$ cat src/rtl/csa_iterative_mantissa_multiplier.sv
`default_nettype none
// ============================================================================
// Module   : csa_iterative_mantissa_multiplier
// Purpose  : Multi-cycle unsigned mantissa multiplier. Each ACCUM cycle folds
//            ROWS_PER_CYCLE partial-product rows into a registered Sum/Carry
//            pair through 3:2 compressors. A final carry-propagate add in
//            RESOLVE produces the 2*WIDTH-bit product.
// Ports    : Clock   - rising-edge clock
//            Reset   - asynchronous, active-high reset
//            Start   - request, sampled only while idle
//            MantA   - multiplicand, captured when Start is accepted
//            MantB   - multiplier, captured when Start is accepted
//            Busy    - high while an operation is in flight
//            Done    - one-cycle pulse, Product valid
//            Product - MantA*MantB, held until the next Done or Reset
// Revision : 1.0 - initial release
// ============================================================================
module csa_iterative_mantissa_multiplier #(
  parameter int WIDTH          = 24,
  parameter int ROWS_PER_CYCLE = 4
) (
  input  logic                 Clock,
  input  logic                 Reset,
  input  logic                 Start,
  input  logic [WIDTH-1:0]     MantA,
  input  logic [WIDTH-1:0]     MantB,
  output logic                 Busy,
  output logic                 Done,
  output logic [2*WIDTH-1:0]   Product
);

  localparam int c_prodW = 2 * WIDTH;
  // Row index reaches at most CYC*ROWS_PER_CYCLE <= 2*WIDTH-1.
  localparam int c_idxW  = $clog2(2 * WIDTH + 1);

  typedef enum logic [1:0] {
    IDLE    = 2'd0,
    ACCUM   = 2'd1,
    RESOLVE = 2'd2
  } stateT;

  stateT               r_state;
  stateT               w_nextState;

  logic [WIDTH-1:0]    r_mantA;
  logic [WIDTH-1:0]    r_mantB;
  logic [c_prodW-1:0]  r_sum;
  logic [c_prodW-1:0]  r_carry;
  logic [c_idxW-1:0]   r_rowIdx;
  logic [c_prodW-1:0]  r_product;
  logic                r_done;

  logic [c_prodW-1:0]  w_mantAExt;
  logic [c_prodW-1:0]  w_mantBExt;
  logic [c_prodW-1:0]  w_accSum;
  logic [c_prodW-1:0]  w_accCarry;
  logic [c_prodW-1:0]  w_ppRow;
  logic [c_prodW-1:0]  w_newSum;
  logic [c_idxW-1:0]   w_rowNum;
  logic                w_bBit;
  logic                w_lastAccum;

  assign w_mantAExt = {{WIDTH{1'b0}}, r_mantA};
  assign w_mantBExt = {{WIDTH{1'b0}}, r_mantB};

  // Last ACCUM cycle once this batch of rows reaches or passes WIDTH.
  assign w_lastAccum = ({{(32 - c_idxW){1'b0}}, r_rowIdx} + 32'(ROWS_PER_CYCLE))
                       >= 32'(WIDTH);

  // Carry-save reduction: each row is a 3:2 layer against the running
  // Sum/Carry pair, leaving exactly two vectors. Rows beyond WIDTH select a
  // zero multiplier bit from the zero-extended B, so they contribute nothing.
  // Carry vectors shift left by one and drop the MSB (mod 2^(2*WIDTH)).
  always_comb begin
    w_accSum   = r_sum;
    w_accCarry = r_carry;
    w_rowNum   = '0;
    w_bBit     = 1'b0;
    w_ppRow    = '0;
    w_newSum   = '0;
    for (int j = 0; j < ROWS_PER_CYCLE; j++) begin
      w_rowNum   = r_rowIdx + c_idxW'(j);
      w_bBit     = |(w_mantBExt & (c_prodW'(1) << w_rowNum));
      w_ppRow    = w_bBit ? (w_mantAExt << w_rowNum) : '0;
      w_newSum   = w_accSum ^ w_accCarry ^ w_ppRow;
      w_accCarry = ((w_accSum & w_accCarry) |
                    (w_accSum & w_ppRow)    |
                    (w_accCarry & w_ppRow)) << 1;
      w_accSum   = w_newSum;
    end
  end

  // State register
  always_ff @(posedge Clock or posedge Reset) begin
    if (Reset) begin
      r_state <= IDLE;
    end else begin
      r_state <= w_nextState;
    end
  end

  // Next-state and FSM outputs
  always_comb begin
    w_nextState = r_state;
    Busy        = 1'b0;
    case (r_state)
      IDLE: begin
        if (Start) begin
          w_nextState = ACCUM;
        end
      end
      ACCUM: begin
        Busy = 1'b1;
        if (w_lastAccum) begin
          w_nextState = RESOLVE;
        end
      end
      RESOLVE: begin
        Busy        = 1'b1;
        w_nextState = IDLE;
      end
      default: begin
        w_nextState = IDLE;
      end
    endcase
  end

  // Datapath registers
  always_ff @(posedge Clock or posedge Reset) begin
    if (Reset) begin
      r_mantA   <= '0;
      r_mantB   <= '0;
      r_sum     <= '0;
      r_carry   <= '0;
      r_rowIdx  <= '0;
      r_product <= '0;
      r_done    <= 1'b0;
    end else begin
      r_done <= 1'b0;
      case (r_state)
        IDLE: begin
          if (Start) begin
            r_mantA  <= MantA;
            r_mantB  <= MantB;
            r_sum    <= '0;
            r_carry  <= '0;
            r_rowIdx <= '0;
          end
        end
        ACCUM: begin
          r_sum    <= w_accSum;
          r_carry  <= w_accCarry;
          r_rowIdx <= r_rowIdx + c_idxW'(ROWS_PER_CYCLE);
        end
        RESOLVE: begin
          r_product <= r_sum + r_carry;
          r_done    <= 1'b1;
        end
        default: begin
        end
      endcase
    end
  end

  assign Done    = r_done;
  assign Product = r_product;

endmodule
`default_nettype wire

$ cat config.mk
export PLATFORM = sky130hd
export DESIGN_NAME = csa_iterative_mantissa_multiplier
export DESIGN_NICKNAME = d
export VERILOG_FILES = /design/src/rtl/csa_iterative_mantissa_multiplier.sv
export SDC_FILE = /design/constraint.sdc
export NUM_CORES = 1
export LEC_CHECK = 0
export BUFFER_PORTS_ARGS = -buffer_cell sky130_fd_sc_hd__buf_4
export CAP_MARGIN = 10
export CORE_MARGIN = 2
export CORE_UTILIZATION = 58
export CTS_BUF_LIST = sky130_fd_sc_hd__clkbuf_8
export DETAILED_ROUTE_END_ITERATION = 8
export HOLD_SLACK_MARGIN = 0.05
export PLACE_DENSITY = 0.8
export REMOVE_ABC_BUFFERS = 1
export SETUP_SLACK_MARGIN = 0.02
export SKIP_CTS_REPAIR_TIMING = 1
export SLEW_MARGIN = 20
export SYNTH_ARGS = -nofsm -noshare
export SYNTH_HDL_FRONTEND = slang
export SYNTH_SLANG_ARGS = --single-unit
export TNS_END_PERCENT = 10
$ cat constraint.sdc
create_clock -name Clock -period 5.7 [get_ports Clock]
set_input_delay 0.57 -clock Clock [delete_from_list [all_inputs] [get_ports Clock]]
set_output_delay 0.57 -clock Clock [all_outputs]
set_load 0.01 [all_outputs]
==> impl_results.md <==
* Worst path cell trace: inv_1, ha_1, a22oi_1, nand3_1, nor2_1, a21oi_1, nor2b_2, nand2_1, fa_1, fa_1, fa_1, o21ai_0
* # rows at 61
* Iteration count of the initial detailed-routing pass at 5
* Minimum hold slack at 0.155 ns
* DRC at 0
* Worst Setup Start Kind: register
* Core region area at 27600 sq um
* Data arrival time of the worst path at approximately 5.3 ns
* Via total after detailed routing at 12.6k
* Global-route usage over all layers at between 30% and 40%
* Async set-reset flop share out of synthesis at 100%
* CTS buffer count at 17
* Number of violations of the max-capacitance limit at 0
* Min cycle time layout at around 4.9 ns
* Die Span X at 171 um
* Routability-driven placement congestion ratio at between 0.9 and 1
* #FFs+latches synth at slightly below 200
* Met3 WL post-DR at 3240 um
* Category of the worst setup path capture point: register
* I/O pin total at between 100 and 150
* Die H at 171 um
* Number of antenna repair diodes at 0
* Share of the yosys chip area belonging to registers at 30.4%
* Peak per-stage delay on the critical path at 0.89 ns
* Dominant combinational cell family by area after synthesis: adder cells
* Sink Count at 197
* Total routed wirelength at 43000 um
* Per-cell routed wire length at 20.5 um
* Period utilization at 85.9%
* Post-synth design cell area at 16200 sq um
* Main synth FF type: sky130_fd_sc_hd__dfrtp_1
* Growth of design area from synthesis to finish at 9.45%
* Unrepaired setup endpoints after global routing: no
* Maximum frequency from static timing analysis at 204 MHz
* Result of the run: complete, no violations
* DR WL met2 at 20300 um
* Per-cell via count in the routed design at 6.01
* Fraction of the mapped netlist area in compound gates at 12.1%
* Worst-path maximum fanout at 20
* Measured slew at the worst slew-check pin at between 1 and 1.5 ns
* Overall overflow remaining after global route at 0
* Antenna violations before repair at 0
* Worst Path Required at between 6 and 7 ns
* XOR/XNOR Fraction of Synth Area at 2.64%
* Layout net count at 1998
* Slowest CP cell: sky130_fd_sc_hd__nor2b_2
* Worst slew margin at 25.3%
* Count of yosys warnings during synthesis at 0
* Top sig layer: met4
* Multiplexer area fraction after synthesis at 9.92%
* Ratio of cells with drive above 1 in the final layout at 16.5%
* Cell repeated most along the worst path: sky130_fd_sc_hd__fa_1
* Max Buffers Root-to-Sink at 2
* Clock tree root driver cell: sky130_fd_sc_hd__clkbuf_8
* Clock-pin slew of the registers on the worst-case setup and hold paths at 0.11 ns
* Number of pins with negative max-slew slack in the final report at 0
* Most frequent cells in the layout: 259 x sky130_fd_sc_hd__nand2_1, 194 x sky130_fd_sc_hd__dfrtp_1, 182 x sky130_fd_sc_hd__fa_1
* Count of endpoints failing hold in the final timing report at 0
* Floorplan die area at 29300 sq um
* Path type of the worst min-delay path: primary input to asynchronous set/reset pin
* Pin count of the biggest net entering global routing at 99
* Residual antenna-violating net count after detailed routing at 0
* EDFF count, synth at 0
* Mean post-synth cell area at 9.89 sq um
* First-pass GRT wire length at 69700 um
* Number of global-route vias before repair at 12.9k
* TritonCTS clock tree: built
* Unique cell type count in the Yosys netlist at 62
* Most frequent standard cell in the layout excluding fill and tap cells: sky130_fd_sc_hd__nand2_1
* Critical path start-end classification: register to register
* Starting utilization of the core area at 58.7%
* Number of buffers added on ports at 100
* Final-report setup violation count at 0
* Depth of the worst register-to-register path at 12
* First-iteration detailed-routing DRC count at around 1.2k
* Met1 wire length at 17800 um
* HPWL Detailed at 32300 um
* Depth of the CTS H-tree at 4
* Basic-gate share of the synthesized area counting and, or, nand and nor cells at 13.1%
* Arithmetic-cell share of the synthesized area counting full adders, half adders and majority gates at 27.4%
* Insertion delay to the later sink of the worst-skew pair at 0.51 ns
* Cell count after synthesis at approximately 1.6k
* Clock tree skew after final layout at 0.0216 ns
sequential cells by signal, indices dropped and copies added (netlist names):
register / count
Product: 48
Done: 1
r_carry: 46
r_mantB: 24
r_mantA: 24
r_sum: 48
r_rowIdx: 4
r_state: 2
worst paths after layout:
kind / end / slack (ns) / from
setup / recovery: r_sum[41] / 0.80 / r_rowIdx[2]
hold / removal: Product[0] / 0.15 / Reset
setup reg to reg: r_sum[41] / 0.80 / r_rowIdx[2]
hold reg to reg: Product[26] / 0.50 / Product[26]
max in group asynchronous: r_carry[38] / 4.25 / Reset
min in group Clock: r_mantB[21] / 0.28 / MantB[21]
per-stage QoR:
step	area, sq um	worst slack, ns	util, %	TNS [ns]	std cells
floorplan	15900	-0.353	-	-54.70	1562
CTS	17800	0.881	64.3	0	2092
global route	17800	0.549	64.3	0	2092
detailed placement	17300	0.910	62.8	0	2060
finish	17800	0.803	64.3	0	2092
global placement	17300	1.06	62.8	0	2060
cells in the mapped netlist (6+ instances only):
| library cell | instances | area [sq um] |
|---|---|---|
| sky130_fd_sc_hd__a22o_1 | 13 | 114 |
| sky130_fd_sc_hd__dfrtp_1 | 197 | 4930 |
| sky130_fd_sc_hd__ha_1 | 64 | 801 |
| sky130_fd_sc_hd__a21oi_1 | 65 | 325 |
| sky130_fd_sc_hd__and2_1 | 6 | 37.5 |
| sky130_fd_sc_hd__o21bai_1 | 7 | 52.6 |
| sky130_fd_sc_hd__xnor2_1 | 31 | 272 |
| sky130_fd_sc_hd__o21ai_0 | 132 | 661 |
| sky130_fd_sc_hd__fa_1 | 182 | 3640 |
| sky130_fd_sc_hd__mux2i_1 | 37 | 370 |
| sky130_fd_sc_hd__clkbuf_1 | 66 | 248 |
| sky130_fd_sc_hd__mux2_2 | 102 | 1150 |
| sky130_fd_sc_hd__nand3_1 | 17 | 85.1 |
| sky130_fd_sc_hd__nor2b_1 | 32 | 200 |
| sky130_fd_sc_hd__nand2_1 | 261 | 980 |
| sky130_fd_sc_hd__xor2_1 | 18 | 158 |
| sky130_fd_sc_hd__nor2_1 | 112 | 420 |
| sky130_fd_sc_hd__inv_1 | 110 | 413 |
| sky130_fd_sc_hd__a31oi_1 | 9 | 56.3 |
| sky130_fd_sc_hd__nand2b_1 | 8 | 50.1 |
| sky130_fd_sc_hd__a211oi_1 | 9 | 67.6 |
| sky130_fd_sc_hd__buf_1 | 18 | 67.6 |
| sky130_fd_sc_hd__a21o_1 | 13 | 97.6 |
| sky130_fd_sc_hd__nor3_1 | 32 | 160 |
| sky130_fd_sc_hd__a22oi_1 | 20 | 150 |
critical path: cells and delay by family (launching register included):
| family | cells | cell delay, ns |
|---|---|---|
| AND/OR/NAND/NOR | 4 | 1.28 |
| AO/OA/AOI/OAI | 3 | 0.78 |
| adder cells (fa/ha/maj) | 4 | 1.96 |
| flip-flops | 1 | 0.44 |
| buffers and inverters | 1 | 0.27 |
final cells by class:
cell class,count,area (sq um)
multi-input cells,1255,10600
fillers,2222,9870
flip-flops and latches,197,4930
repair buffers,120,901
well taps,378,473
inverters,110,420
clock buffers,18,248
clock inverters,14,165
kinds of logic (layout without fill, tap and decap cells):
family	after synthesis	count (layout)
AOI/OAI and AO/OA	315	315
xor gates and xnor gates	49	49
adders and majority gates	246	246
buffers and inverters	194	262
DFF	197	197
muxes	143	143
other	2	8
and+or+nand+nor	494	494
layer usage:
metal  GRT usage (%)  up-vias
li1                -     5605
met3            5.94      111
met2            48.6      555
met5               0        -
met1            43.3     6310
met4            12.6        0
Power is left out: the tool's default activity adds up to more than one toggle a clock period on the data nets, which glitch-free logic cannot reach.
